<file path="config.mk">
export PLATFORM = sky130hd
export DESIGN_NAME = boot_copy_seq
export DESIGN_NICKNAME = d
export VERILOG_FILES = /design/src/rtl/hb_boot_pkg.sv /design/src/rtl/addr_ctr12.sv /design/src/rtl/boot_copy_seq.sv
export SDC_FILE = /design/constraint.sdc
export NUM_CORES = 1
export LEC_CHECK = 0
export BUFFER_PORTS_ARGS = -buffer_cell sky130_fd_sc_hd__buf_2
export CAP_MARGIN = 20
export CORE_UTILIZATION = 56
export CTS_BUF_LIST = sky130_fd_sc_hd__clkbuf_2 sky130_fd_sc_hd__clkbuf_4 sky130_fd_sc_hd__clkbuf_8
export CTS_CLUSTER_SIZE = 30
export DETAILED_ROUTE_END_ITERATION = 10
export PLACE_DENSITY = 0.82
export SLEW_MARGIN = 20
export SYNTH_ARGS = -nofsm -noshare
export SYNTH_HDL_FRONTEND = slang
export SYNTH_HIERARCHICAL = 1
export SYNTH_SLANG_ARGS = --single-unit
</file>
<file path="constraint.sdc">
create_clock -name clk -period 3.05 [get_ports clk]
set_input_delay 0.4575 -clock clk [delete_from_list [all_inputs] [get_ports clk]]
set_output_delay 0.4575 -clock clk [all_outputs]
set_load 0.005 [all_outputs]
</file>
<file path="src/rtl/hb_boot_pkg.sv">
// Shared types for the boot copy sequencer: state encoding and per-state strobe table.
package hb_boot_pkg;

  typedef enum logic [2:0] {
    StIdle,
    StCRd,
    StCWr,
    StCHold,
    StVRom,
    StVRam,
    StDone,
    StError
  } state_e;

  typedef struct packed {
    logic rom_ce_bar;
    logic rom_oe_bar;
    logic ram_ce_bar;
    logic ram_we_bar;
    logic data_oe;
    logic busy;
    logic done;
    logic error;
  } strobe_t;

  localparam strobe_t StrbIdle = '{1'b1, 1'b1, 1'b1, 1'b1, 1'b0, 1'b0, 1'b0, 1'b0};

  // Bus and status pins for each state; ROM strobes and data_oe are never both active.
  function automatic strobe_t strobe_tbl(state_e st);
    strobe_t s;
    s = StrbIdle;
    unique case (st)
      StIdle:  s = StrbIdle;
      StCRd:   s = '{1'b0, 1'b0, 1'b1, 1'b1, 1'b0, 1'b1, 1'b0, 1'b0};
      StCWr:   s = '{1'b1, 1'b1, 1'b0, 1'b0, 1'b1, 1'b1, 1'b0, 1'b0};
      StCHold: s = '{1'b1, 1'b1, 1'b0, 1'b1, 1'b1, 1'b1, 1'b0, 1'b0};
      StVRom:  s = '{1'b0, 1'b0, 1'b1, 1'b1, 1'b0, 1'b1, 1'b0, 1'b0};
      StVRam:  s = '{1'b1, 1'b1, 1'b0, 1'b1, 1'b0, 1'b1, 1'b0, 1'b0};
      StDone:  s = '{1'b1, 1'b1, 1'b1, 1'b1, 1'b0, 1'b0, 1'b1, 1'b0};
      StError: s = '{1'b1, 1'b1, 1'b1, 1'b1, 1'b0, 1'b0, 1'b0, 1'b1};
      default: s = StrbIdle;
    endcase
    return s;
  endfunction

endpackage

</file>
<file path="src/rtl/addr_ctr12.sv">
// 12-bit address counter with synchronous clear, increment and terminal compare.
module addr_ctr12 #(
  parameter logic [11:0] LastAddr = 12'hFFF
) (
  input  logic        clk_i,
  input  logic        rst_ni,
  input  logic        clr_i,
  input  logic        inc_i,
  output logic [11:0] addr_o,
  output logic        last_o
);

  logic [11:0] addr_q, addr_d;

  // Clear wins over increment; increment is never requested at the terminal address.
  always_comb begin
    addr_d = addr_q;
    if (clr_i) begin
      addr_d = 12'h000;
    end else if (inc_i) begin
      addr_d = addr_q + 12'h001;
    end
  end

  // Address register.
  always_ff @(posedge clk_i or negedge rst_ni) begin
    if (!rst_ni) begin
      addr_q <= 12'h000;
    end else begin
      addr_q <= addr_d;
    end
  end

  assign addr_o = addr_q;
  assign last_o = (addr_q == LastAddr);

endmodule

</file>
<file path="src/rtl/boot_copy_seq.sv">
// Boot copy sequencer: copies program store to RAM byte by byte, optionally verifies it.
import hb_boot_pkg::*;

module boot_copy_seq #(
  parameter logic [11:0] LAST_ADDR = 12'hFFF,
  parameter int unsigned WE_PULSE  = 1,  // write strobe width, 1..4 cycles
  parameter bit          VERIFY_EN = 1'b1
) (
  input  logic        clk,
  input  logic        rst_bar,
  input  logic        start,
  output logic [11:0] addr,
  output logic        rom_ce_bar,
  output logic        rom_oe_bar,
  output logic        ram_ce_bar,
  output logic        ram_we_bar,
  input  logic [7:0]  data_in,
  output logic [7:0]  data_out,
  output logic        data_oe,
  output logic        busy,
  output logic        done,
  output logic        error,
  output logic [11:0] err_addr
);

  localparam logic [1:0] WeLast = 2'(WE_PULSE - 1);

  state_e      state_q, state_d;
  strobe_t     strb_q;
  logic [1:0]  we_cnt_q, we_cnt_d;
  logic [7:0]  data_out_q, data_out_d;
  logic [7:0]  cmp_q, cmp_d;
  logic [11:0] err_addr_q, err_addr_d;
  logic        ctr_clr, ctr_inc, ctr_last;

  addr_ctr12 #(
    .LastAddr(LAST_ADDR)
  ) u_addr_ctr12 (
    .clk_i (clk),
    .rst_ni(rst_bar),
    .clr_i (ctr_clr),
    .inc_i (ctr_inc),
    .addr_o(addr),
    .last_o(ctr_last)
  );

  // Next-state, address counter control and data/compare latching.
  always_comb begin
    state_d    = state_q;
    we_cnt_d   = we_cnt_q;
    data_out_d = data_out_q;
    cmp_d      = cmp_q;
    err_addr_d = err_addr_q;
    ctr_clr    = 1'b0;
    ctr_inc    = 1'b0;
    unique case (state_q)
      StIdle: begin
        if (start) begin
          ctr_clr = 1'b1;
          state_d = StCRd;
        end
      end
      StCRd: begin
        data_out_d = data_in;
        we_cnt_d   = 2'd0;
        state_d    = StCWr;
      end
      StCWr: begin
        if (we_cnt_q == WeLast) begin
          state_d = StCHold;
        end else begin
          we_cnt_d = we_cnt_q + 2'd1;
        end
      end
      StCHold: begin
        if (!ctr_last) begin
          ctr_inc = 1'b1;
          state_d = StCRd;
        end else begin
          ctr_clr = 1'b1;
          state_d = VERIFY_EN ? StVRom : StDone;
        end
      end
      StVRom: begin
        cmp_d   = data_in;
        state_d = StVRam;
      end
      StVRam: begin
        if (data_in != cmp_q) begin
          err_addr_d = addr;
          state_d    = StError;
        end else if (ctr_last) begin
          state_d = StDone;
        end else begin
          ctr_inc = 1'b1;
          state_d = StVRom;
        end
      end
      StDone, StError: ;  // terminal until reset
      default: state_d = StIdle;
    endcase
  end

  // FSM state and registered strobes; the strobe table is looked up from the next state.
  always_ff @(posedge clk or negedge rst_bar) begin
    if (!rst_bar) begin
      state_q    <= StIdle;
      strb_q     <= StrbIdle;
      we_cnt_q   <= 2'd0;
      data_out_q <= 8'h00;
      cmp_q      <= 8'h00;
      err_addr_q <= 12'h000;
    end else begin
      state_q    <= state_d;
      strb_q     <= strobe_tbl(state_d);
      we_cnt_q   <= we_cnt_d;
      data_out_q <= data_out_d;
      cmp_q      <= cmp_d;
      err_addr_q <= err_addr_d;
    end
  end

  assign rom_ce_bar = strb_q.rom_ce_bar;
  assign rom_oe_bar = strb_q.rom_oe_bar;
  assign ram_ce_bar = strb_q.ram_ce_bar;
  assign ram_we_bar = strb_q.ram_we_bar;
  assign data_oe    = strb_q.data_oe;
  assign busy       = strb_q.busy;
  assign done       = strb_q.done;
  assign error      = strb_q.error;
  assign data_out   = data_out_q;
  assign err_addr   = err_addr_q;

endmodule

</file>
=== Word-level counts from Yosys, hierarchy flattened ===
Memories as Yosys holds them, arrays and structs flattened. A register that Yosys moved wholly into a read port is not among the register bits.
Index checks and enable logic that the tools add are counted.

* Register bits after elaboration: 45
* Bits in read-only memories: 64
* Input bits: 11
* Output and inout port bits: 40
* Logic and storage cells: 40
* Memories kept: 1

* Add/subtract/negate cells: 2
* Equal/unequal tests: 8
* Muxes and demuxes: 16
* Reductions and logical operators: 7

{| class="wikitable"
|+ Memory list
! name !! depth !! bits a word !! rd ports !! clocked after Yosys merged registers in !! wr ports !! line !! RTL
|-
| (no name shown) || 8 || 8 || 1 || 1 || 0 || hb_boot_pkg.sv:32 || <nowiki>unique case (st)</nowiki>
|}

{| class="wikitable"
|+ Operator list
! operator !! count
|-
| two-way mux 12 bit || 2
|-
| case mux 3 bit (6 select lines) || 1
|-
| adder 12 x 1 -> 12 bit, second input constant || 1
|-
| == test 12 bit, second input constant || 1
|-
| two-way mux 3 bit || 3
|-
| != test 8 bit || 1
|-
| == test 3 x 2 -> 1 bit, second input constant || 2
|-
| == test 3 bit, second input constant || 2
|-
| two-way mux 2 bit || 3
|-
| two-way mux 1 bit || 4
|-
| case mux 1 bit (2 select lines) || 2
|-
| case mux 2 bit (2 select lines) || 1
|-
| AND reduction 2 bit || 2
|-
| nonzero test 2 bit || 2
|-
| == test 3 x 1 -> 1 bit, second input constant || 1
|-
| logical NOT 3 bit || 1
|-
| adder 2 x 1 -> 2 bit, second input constant || 1
|-
| logical NOT 2 bit || 1
|-
| != test 2 bit, second input constant || 1
|-
| logical NOT 1 bit || 1
|}

=== Logic depth before layout (Yosys ltp) ===
Gate-level depths: netlist (run 1).

* Word-level depth: 6
* Gate-level depth with buffers: 9
* Depth with buffers taken out: 8

=== By module ===
Netlist (run 1), hierarchy kept.

{| class="wikitable"
|+ By module, submodules not included
! module !! instances !! cells an instance !! area each (µm²) !! sequential area each (µm²)
|-
| boot_copy_seq || 1 || 137 || 1,767.9 || 1,004.7
|-
| addr_ctr12 || 1 || 60 || 598.1 || 300.3
|}

=== Worst setup path after synthesis (run 1) ===
Ideal clock, no wire load.

* Path type: flip-flop to flip-flop
* Start: register u_addr_ctr12.addr_q[3] (netlist: u_addr_ctr12/addr_o[3])
* End: register u_addr_ctr12.addr_q[10] (netlist: u_addr_ctr12/addr_o[10])
* Setup time: 0.078 ns
* Data arrival time: 2.336 ns
* Required time: 2.972 ns
* Slack: 0.636 ns
* Stages on the path, launching flop included: 9
* Buffers on the path: 1
* Clock period less this slack: 2.414 ns
* Path through: dfrtp_1 -> nand4_1 -> buf_2 -> nor3_1 -> nand3_1 -> a21oi_1 -> o211ai_1 -> or4_1 -> a21oi_1

* Elaborated cells on any way between the ends: 10
* Those cells by class: add/sub: 1; eq/ne: 1; mux: 7; reduce/logical: 1

{| class="wikitable"
|+ RTL lines
! element !! line !! RTL
|-
| start, declared || addr_ctr12.sv:13 || <nowiki>logic [11:0] addr_q, addr_d;</nowiki>
|-
| start signal, assigned || addr_ctr12.sv:30 || <nowiki>addr_q <= addr_d;</nowiki>
|-
| == test 12 bit (*) || addr_ctr12.sv:35 || <nowiki>assign last_o = (addr_q == LastAddr);</nowiki>
|-
| named net ctr_last || boot_copy_seq.sv:34 || <nowiki>logic ctr_clr, ctr_inc, ctr_last;</nowiki>
|-
| two-way mux 1 bit (*) || boot_copy_seq.sv:76 || <nowiki>if (!ctr_last) begin</nowiki>
|-
| case mux 1 bit (2 select lines) (*) || boot_copy_seq.sv:56 || <nowiki>unique case (state_q)</nowiki>
|-
| named net ctr_clr || boot_copy_seq.sv:34 ||
|-
| two-way mux 12 bit / nonzero test 2 bit (equally long branches) || - ||
|}

The timed path passes the listed nets; every way through them passes the cells marked *. The select of a mux whose other input is x is not followed.
A chain may end at the register's enable or synchronous reset.

=== Worst setup path in the final report (run 1) ===
* Start: register u_addr_ctr12.addr_q[0] (netlist: u_addr_ctr12/addr_o[0])
* End: register u_addr_ctr12.addr_q[10] (netlist: u_addr_ctr12/addr_o[10])

Same word-level chain as after synthesis.

==> impl_metrics.json, run 1 <==
{
  "crit_path_end_kind": "flip-flop",
  "period_share": 0.901,
  "start_util": 0.587,
  "cts_root_buf": "clkbuf_8",
  "htreeDepth": 2,
  "nNetsFinal": 261,
  "syn_inst": 197,
  "cts_setup_buffers": 0,
  "switchingPower_mw": 0.598,
  "worst_pin_slew_ns": 0.716,
  "postPlaceCellArea_sq_mm": 0.00265,
  "path_max_fanout": 6,
  "finalSetupViolations": 0,
  "fill_cells": 325,
  "vias_per_cell": 5.73,
  "gp_congestion": 0.844,
  "fmax_ghz": 0.364,
  "final_core_util": 0.685,
  "relSlewSlack": 0.520,
  "crit_slowest_cell": "or4_1",
  "syn-cell-area_sq_mm": 0.00237,
  "routedWlPerCell_microns": 14.6,
  "overflow": 0,
  "p_leak_nw": 1.30,
  "yosysWarnings": 6,
  "hold_ws_ns": 0.158,
  "crit_family": "simple AND/OR/NAND/NOR gates",
  "worst-path-stages": 8,
  "irDropWorstVdd_mv": 0.481,
  "worst_slack_ns": 0.301,
  "start_kind": "flip-flop",
  "clkPwrFrac": 0.240,
  "cts_tree": "built",
  "drt_wl_total_microns": 4350,
  "core_area_sq_mm": 0.00403,
  "critPathRequiredTime_ns": 3.28,
  "hold_class": "primary input to asynchronous set/reset pin",
  "arrival_ns": 2.98,
  "grt_antenna_before_repair": 0,
  "cts_buffers": 5,
  "p_int_mw": 1.31,
  "path_buf_inv": 0,
  "vias": 1712,
  "fp.dieH_microns": 67,
  "clk_path_buf_depth": 2,
  "rsz0062_at_grt": "false",
  "power_density_mw_per_mm2": 693,
  "dpl_worst_slack_ns": 0.410,
  "area_growth_pct": 16.7,
  "synth_cell_types": 41,
  "critPathKind": "flip-flop to flip-flop",
  "io_pins": 51,
  "synth_fp_nets": 210,
  "finalHoldViolations": 0,
  "swShare": 0.313,
  "die-area_sq_mm": 0.00449,
  "setup_tns_ns": 0,
  "p_total_mw": 1.91,
  "yosys_register_bits": 52,
  "portBuffers": 50,
  "grt_max_degree": 52,
  "insertion_delay_ns": 0.30,
  "die_x_microns": 67,
  "grt_pass1_vias": 1541,
  "drt_iter0_markers": 71,
  "drive_gt1_frac": 0.398,
  "syn_avg_cell_area_sq_um": 12.0,
  "grt_usage": 0.213,
  "dp_hpwl_microns": 3010,
  "share_comb_of_total_power": 0.265,
  "cap_violations": 0,
  "reg2reg_depth": 8,
  "min_period_ns": 2.75,
  "antenna_cells": 0,
  "instances_no_fill": 299,
  "pwr-share-seq": 0.495,
  "slew_viol_final": 0,
  "grt_pass1_wl_microns": 7100,
  "drcViolationCount": 0,
  "fin_skew_ns": 0.00567,
  "design_area_sq_mm": 0.00276,
  "cts_resized": 0,
  "num_rows": 23,
  "crit_chain": "ha_1 > nand3_1 > nor3_1 > nand3_1 > a21oi_1 > o211ai_1 > or4_1 > a21oi_1",
  "dr.pass1.iters": 4,
  "slowest_delay_ns": 0.52,
  "dp.cells": 291,
  "drtAntennaViolNets": 0,
  "cts_sinks": 52,
  "cts.clk_slew.worst_paths_ns": 0.09,
  "outcome": "finished clean",
  "ys_seq_area_frac": 0.552,
  "hold_buffers": 0
}
==> layout by cell type (no fill, tap or decap), types with 2 or more instances in the layout <==
| cell | instances |
|---|---|
| dfrtp_1 | 49 |
| buf_2 | 49 |
| mux2_2 | 28 |
| nand2_1 | 12 |
| a21oi_1 | 12 |
| nor2_1 | 10 |
| xnor2_1 | 9 |
| o21ai_0 | 8 |
| nand3_1 | 5 |
| inv_1 | 5 |
| clkbuf_8 | 5 |
| nand4_1 | 4 |
| buf_4 | 4 |
| o31ai_1 | 4 |
| or4_1 | 4 |
| dfstp_2 | 3 |
| or3_1 | 3 |
| xor2_1 | 3 |
| and4_4 | 2 |
| o31a_1 | 2 |
| nor4_1 | 2 |
| a31oi_1 | 2 |
| nor3_1 | 2 |
| mux2i_1 | 2 |
| ha_1 | 2 |
==> power groups by stage <==
stage / Combinational [mW] / Sequential (mW) / Clock, mW
6_report: 0.506 / 0.947 / 0.460
5_1_grt: 0.568 / 0.968 / 0.495
4_1_cts: 0.509 / 0.946 / 0.472
3_5_place_dp: 0.502 / 0.960 / 0
3_3_place_gp: 0.494 / 0.953 / 0
2_1_floorplan: 0.362 / 0.926 / 0
==> synth_stat cells <==
| library cell | n | area share |
|---|---|---|
| inv_2 | 1 | 0.0016 |
| o211a_1 | 1 | 0.0042 |
| inv_1 | 5 | 0.0079 |
| buf_4 | 1 | 0.0032 |
| a31oi_1 | 2 | 0.0053 |
| ha_1 | 2 | 0.011 |
| nor3_1 | 2 | 0.0042 |
| a32oi_1 | 1 | 0.0037 |
| mux2_2 | 28 | 0.13 |
| o31a_1 | 2 | 0.0074 |
| xnor2_1 | 9 | 0.033 |
| o21ai_0 | 8 | 0.017 |
| mux2i_1 | 2 | 0.0085 |
| and4_4 | 2 | 0.0095 |
| nand4_1 | 4 | 0.011 |
| dfstp_2 | 3 | 0.033 |
| or3_1 | 3 | 0.0079 |
| o2111ai_2 | 1 | 0.0063 |
| nand2b_1 | 1 | 0.0026 |
| a211oi_4 | 1 | 0.0085 |
| buf_2 | 2 | 0.0042 |
| nor2_1 | 10 | 0.016 |
| nor3_2 | 1 | 0.0042 |
| o32ai_1 | 1 | 0.0037 |
| dfrtp_1 | 49 | 0.52 |
| a22oi_1 | 1 | 0.0032 |
| o211ai_1 | 1 | 0.0032 |
| nor4_1 | 2 | 0.0053 |
| clkbuf_1 | 4 | 0.0063 |
| o31ai_1 | 4 | 0.013 |
| a211oi_1 | 1 | 0.0032 |
| nor2_2 | 1 | 0.0026 |
| a21oi_1 | 12 | 0.025 |
| or4_1 | 4 | 0.013 |
| a311oi_1 | 1 | 0.0037 |
| buf_6 | 2 | 0.0095 |
| nand3_1 | 5 | 0.011 |
| xor2_1 | 3 | 0.011 |
| nor2b_1 | 1 | 0.0026 |
| o2111ai_1 | 1 | 0.0037 |
| nand2_1 | 12 | 0.019 |
==> kinds of logic (layout without fill, tap and decap cells) <==
logic type                 Yosys count  after routing  synth area share
DFF                                 52             52             0.552
and+or+nand+nor                     48             48             0.108
AOI/OAI and AO/OA                   38             38             0.111
muxes                               30             30             0.142
buffers and inverters               15             67            0.0328
xor gates and xnor gates            12             12            0.0444
adders and majority gates            2              2            0.0106
==> routing by layer <==
| metal | wire length, microns | vias to the layer above | track usage |
|---|---|---|---|
| met5 | 0 | - | 0 |
| met4 | 78 | 0 | 0.0824 |
| met3 | 188 | 8 | 0.0497 |
| met2 | 2110 | 51 | 0.318 |
| met1 | 1980 | 830 | 0.298 |
| li1 | - | 823 | - |
==> registers in the layout, indices dropped and copies added (netlist names) <==
name	cells
err_addr	12
u_addr_ctr12/addr_o	12
cmp_q	8
data_out	8
state_q	3
we_cnt_q	2
busy	1
data_oe	1
done	1
error	1
ram_ce_bar	1
ram_we_bar	1
rom_oe_bar	1
==> path summary, 6_finish.rpt <==
kind | startpoint | to | slack [ns]
max in group asynchronous | rst_bar | rom_oe_bar | 2.31
min in group clk | data_in[3] | data_out[3] | 0.42
hold reg to reg | we_cnt_q[0] | we_cnt_q[0] | 0.49
setup / recovery | u_addr_ctr12/addr_o[0] | u_addr_ctr12/addr_o[10] | 0.30
setup reg to reg | u_addr_ctr12/addr_o[0] | u_addr_ctr12/addr_o[10] | 0.30
hold / removal | rst_bar | err_addr[9] | 0.16
==> area by class of cell <==
cell class | instances | area [sq um] | area share
clock buffer | 5 | 68.8 | 0.0249
clock inverter | 3 | 42.5 | 0.0154
inverter | 6 | 22.5 | 0.00816
multi-input combinational | 130 | 983 | 0.356
sequential | 52 | 1310 | 0.473
tap | 50 | 62.6 | 0.0227
timing repair buffer | 53 | 275 | 0.0997
Power figures use the tool's default switching activity.
==> run 2: changes to the inputs <==
- CTS_BUF_LIST: sky130_fd_sc_hd__clkbuf_2 sky130_fd_sc_hd__clkbuf_4 sky130_fd_sc_hd__clkbuf_8 -> sky130_fd_sc_hd__clkbuf_2
==> impl_metrics.json, run 2 (synthesized netlist as in run 1, its figures left out) <==
{
  "core_area_sq_mm": 0.00403,
  "critPathRequiredTime_ns": 3.44,
  "fmax_ghz": 0.377,
  "path_buf_inv": 0,
  "die_x_microns": 67,
  "worst_pin_slew_ns": 0.686,
  "outcome": "finished clean",
  "design_area_sq_mm": 0.00273,
  "die-area_sq_mm": 0.00449,
  "drive_gt1_frac": 0.400,
  "reg2reg_depth": 8,
  "antenna_cells": 0,
  "slew_viol_final": 0,
  "drtAntennaViolNets": 0,
  "nNetsFinal": 262,
  "p_leak_nw": 1.29,
  "grt_max_degree": 52,
  "fin_skew_ns": 0.0102,
  "clk_path_buf_depth": 2,
  "finalSetupViolations": 0,
  "p_total_mw": 1.80,
  "min_from": "data_in[1]",
  "crit_top_cell": "nand3_1",
  "start_kind": "flip-flop",
  "cts.clk_slew.worst_paths_ns": 0.25,
  "dr.pass1.iters": 4,
  "drt_wl_total_microns": 4330,
  "cts_tree": "built",
  "setup_tns_ns": 0,
  "fp.dieH_microns": 67,
  "postPlaceCellArea_sq_mm": 0.00265,
  "finalHoldViolations": 0,
  "critPathKind": "flip-flop to flip-flop",
  "gp_congestion": 0.844,
  "grt_pass1_vias": 1543,
  "area_growth_pct": 15.4,
  "period_share": 0.870,
  "min_period_ns": 2.65,
  "grt_pass1_wl_microns": 7120,
  "io_pins": 51,
  "crit_path_end_kind": "flip-flop",
  "crit_path_start": "u_addr_ctr12/addr_o[0]",
  "hold_class": "primary input to flip-flop",
  "dp_hpwl_microns": 3010,
  "grt_antenna_before_repair": 0,
  "rsz0062_at_grt": "false",
  "multi_input_area_sq_um": 987,
  "irDropWorstVdd_mv": 0.378,
  "insertion_delay_ns": 0.43,
  "vias": 1711,
  "crit_slowest_cell": "dfrtp_1",
  "grt_usage": 0.217,
  "seq_area_sq_mm": 0.00131,
  "fill_cells": 333,
  "overflow": 0,
  "timing.rr.start": "u_addr_ctr12/addr_o[0]",
  "relSlewSlack": 0.540,
  "arrival_ns": 3.04,
  "vias_per_cell": 5.70,
  "power_density_mw_per_mm2": 661,
  "crit_family": "simple AND/OR/NAND/NOR gates",
  "cts_root_buf": "clkbuf_2",
  "slowest_delay_ns": 0.50,
  "drt_iter0_markers": 86,
  "drcViolationCount": 0,
  "final_cell_mix": "dfrtp_1 (49), buf_2 (49), mux2_2 (28)",
  "min_path_cells": 2,
  "cts_sinks": 52,
  "cap_violations": 0,
  "htreeDepth": 2,
  "hold_ws_ns": 0.270,
  "path_max_fanout": 9,
  "routedWlPerCell_microns": 14.4,
  "portBuffers": 50,
  "crit_chain": "ha_1 > nand3_1 > nor3_1 > nand3_1 > a21oi_2 > o2111ai_2 > or4_1 > a21oi_1",
  "worst-path-stages": 8,
  "num_rows": 23,
  "start_util": 0.587,
  "cts_buffers": 5,
  "final_core_util": 0.678
}
run 2: changes by cell type in the layout (fill, tap and decap cells not counted):
| cell | change |
|---|---|
| a21oi_2 | +1 |
| a21oi_1 | -1 |
| dlygate4sd3_1 | +1 |
| clkbuf_2 | +5 |
| clkbuf_8 | -5 |
run 2: final timing paths:
check	endpoint	slack (ns)
max in group asynchronous	ram_we_bar	1.92
worst min-delay path	cmp_q[1]	0.27
min in group asynchronous	u_addr_ctr12/addr_o[7]	0.54
worst max register to register	u_addr_ctr12/addr_o[11]	0.40
worst max-delay path	u_addr_ctr12/addr_o[11]	0.40
worst min register to register	we_cnt_q[0]	0.52
run 2: cell type report:
class / count / share of cell area
clock buffers: 5 / 0.00917
clock inverters: 3 / 0.0156
inverters: 6 / 0.00825
multi-input cells: 130 / 0.362
flip-flops and latches: 52 / 0.478
well taps: 50 / 0.0229
repair buffers: 54 / 0.104
run 2: metrics by stage:
step	std cells	worst slack, ns
finish	300	0.397
global route	300	0.153
CTS	299	0.318
detailed placement	291	0.410
global placement	291	0.528
floorplan	197	0.636
run 2: metal layers:
| metal | global-route usage | up-vias | share of wire |
|---|---|---|---|
| met5 | 0 | - | 0 |
| met2 | 0.324 | 44 | 0.48 |
| met4 | 0.0878 | 0 | 0.013 |
| met3 | 0.0599 | 6 | 0.043 |
| li1 | - | 827 | - |
| met1 | 0.294 | 834 | 0.47 |
run 2: worst reg2reg max path: cells and delay by family, from the launching register on:
family,cells,cell delay [ns]
flip-flops,1,0.50
adder cells (fa/ha/maj),1,0.25
AO/OA/AOI/OAI,3,0.77
AND/OR/NAND/NOR,4,1.09
run 2: timing repair:
action | in CTS | in global routing
setup buffers | 0 | 0
hold endpoints to repair | 0 | 13
hold buffers | 0 | 1
endpoints found under the setup margin | 0 | 1
resized for setup | 0 | 1
run 2: report_power, final:
group          switching (mW)  internal, mW  total (mW)
Combinational           0.256         0.249       0.506
Clock                   0.214         0.137       0.350
Sequential              0.124         0.824       0.948
==> run 3: changes to the inputs <==
- PLACE_DENSITY: 0.82 -> 0.79
==> impl_metrics.json, run 3 (synthesized netlist as in run 1, its figures left out) <==
{
  "outcome": "finished clean",
  "clk_path_buf_depth": 2,
  "grt_max_degree": 40,
  "finalSetupViolations": 0,
  "critPathRequiredTime_ns": 3.43,
  "grt_usage": 0.207,
  "gp_congestion": 0.817,
  "io_pins": 51,
  "p_total_mw": 1.72,
  "area_growth_pct": 14.6,
  "routedWlPerCell_microns": 14.3,
  "final_core_util": 0.673,
  "finalHoldViolations": 0,
  "hold_class": "primary input to asynchronous set/reset pin",
  "arrival_ns": 3.07,
  "reg2reg_to": "u_addr_ctr12/addr_o[11]",
  "drt_iter0_markers": 177,
  "cts_buffers": 5,
  "fp.dieH_microns": 67,
  "timing.rr.start": "u_addr_ctr12/addr_o[0]",
  "drcViolationCount": 0,
  "fin_skew_ns": 0.0161,
  "grt_antenna_before_repair": 0,
  "min_period_ns": 2.70,
  "drtAntennaViolNets": 0,
  "crit_chain": "ha_1 > nand3_1 > nor3_1 > nand3_1 > a21oi_1 > o2111ai_2 > or4_1 > a21oi_1",
  "overflow": 0,
  "insertion_delay_ns": 0.42,
  "dr.pass1.iters": 4,
  "slowest_delay_ns": 0.49,
  "relSlewSlack": 0.448,
  "die-area_sq_mm": 0.00449,
  "setup_tns_ns": 0,
  "die_x_microns": 67,
  "path_max_fanout": 9,
  "p_leak_nw": 1.29,
  "final_cell_mix": "buf_2 (50), dfrtp_1 (49), mux2_2 (28)",
  "cts_root_buf": "clkbuf_2",
  "antenna_cells": 0,
  "cts_tree": "built",
  "dp_hpwl_microns": 3110,
  "htreeDepth": 2,
  "period_share": 0.884,
  "hold_ws_ns": 0.0841,
  "start_util": 0.587,
  "start_kind": "flip-flop",
  "cts_setup_buffers": 0,
  "hold_buffers": 0,
  "drive_gt1_frac": 0.401,
  "fmax_ghz": 0.371,
  "core_area_sq_mm": 0.00403,
  "portBuffers": 50,
  "num_rows": 23,
  "vias": 1699,
  "cap_violations": 0,
  "cts_resized": 0,
  "crit_path_end_kind": "flip-flop",
  "slew_viol_final": 0,
  "grt_pass1_wl_microns": 7080,
  "worst_pin_slew_ns": 0.828,
  "nNetsFinal": 264,
  "rsz0062_at_grt": "false",
  "power_density_mw_per_mm2": 635,
  "cts_sinks": 52,
  "crit_slowest_cell": "dfrtp_1",
  "design_area_sq_mm": 0.00271,
  "critPathKind": "flip-flop to flip-flop",
  "cts.clk_slew.worst_paths_ns": 0.26,
  "postPlaceCellArea_sq_mm": 0.00267,
  "layout_commonest_cell": "buf_2",
  "reg2reg_depth": 8,
  "drt_wl_total_microns": 4330,
  "irDropWorstVdd_mv": 0.404,
  "regToRegSetupSlack_ns": 0.35,
  "vias_per_cell": 5.63,
  "grt_pass1_vias": 1579
}
==> run 3: cell count changes in the layout (fill, tap and decap cells not counted), sizes merged <==
cell	before	now
buf	53	56
bufinv	1	0
clkinvlp	1	2
dlygate4sd3	1	0
==> run 3: per-layer routing <==
metal / vias up / routed length, microns / track usage
li1: 821 / - / -
met2: 50 / 2090 / 0.303
met5: - / 0 / 0
met1: 824 / 2010 / 0.305
met4: 0 / 34 / 0.0532
met3: 4 / 196 / 0.0514
==> run 3: metrics by stage <==
stage / setup WS (ns) / instances
5_1_grt: 0.124 / 302
6_report: 0.354 / 302
4_1_cts: 0.385 / 302
3_5_place_dp: 0.453 / 294
2_1_floorplan: 0.636 / 197
3_3_place_gp: 0.639 / 294
==> run 3: worst max path at each step <==
stage | start | to | slack (ns)
6_report | u_addr_ctr12/addr_o[0] | u_addr_ctr12/addr_o[11] | 0.35
5_1_grt | u_addr_ctr12/addr_o[0] | u_addr_ctr12/addr_o[11] | 0.12
4_1_cts | u_addr_ctr12/addr_o[0] | u_addr_ctr12/addr_o[9] | 0.39
3_5_place_dp | u_addr_ctr12/addr_o[0] | u_addr_ctr12/addr_o[9] | 0.45
3_3_place_gp | u_addr_ctr12/addr_o[0] | u_addr_ctr12/addr_o[10] | 0.64
2_1_floorplan | u_addr_ctr12/addr_o[3] | u_addr_ctr12/addr_o[10] | 0.64
==> run 3: power breakdown <==
group          internal [mW]  total [mW]  switching, mW
Combinational          0.252       0.507          0.254
Clock                 0.0530       0.267          0.214
Sequential             0.824       0.949          0.125
==> run 3: cell type report <==
type / instances / area, sq um
clock buffer: 5 / 25.0
clock inverter: 3 / 18.8
fill: 314 / 1320
inverter: 6 / 22.5
multi-input combinational: 130 / 983
sequential: 52 / 1310
tap: 50 / 62.6
timing repair buffer: 56 / 295
==> run 3: worst max-delay path: cells and delay by family (launching register included) <==
| family | cells | cell delay, ns |
|---|---|---|
| compound gates | 3 | 0.83 |
| fa+ha+maj | 1 | 0.26 |
| flops | 1 | 0.49 |
| simple gates | 4 | 1.08 |
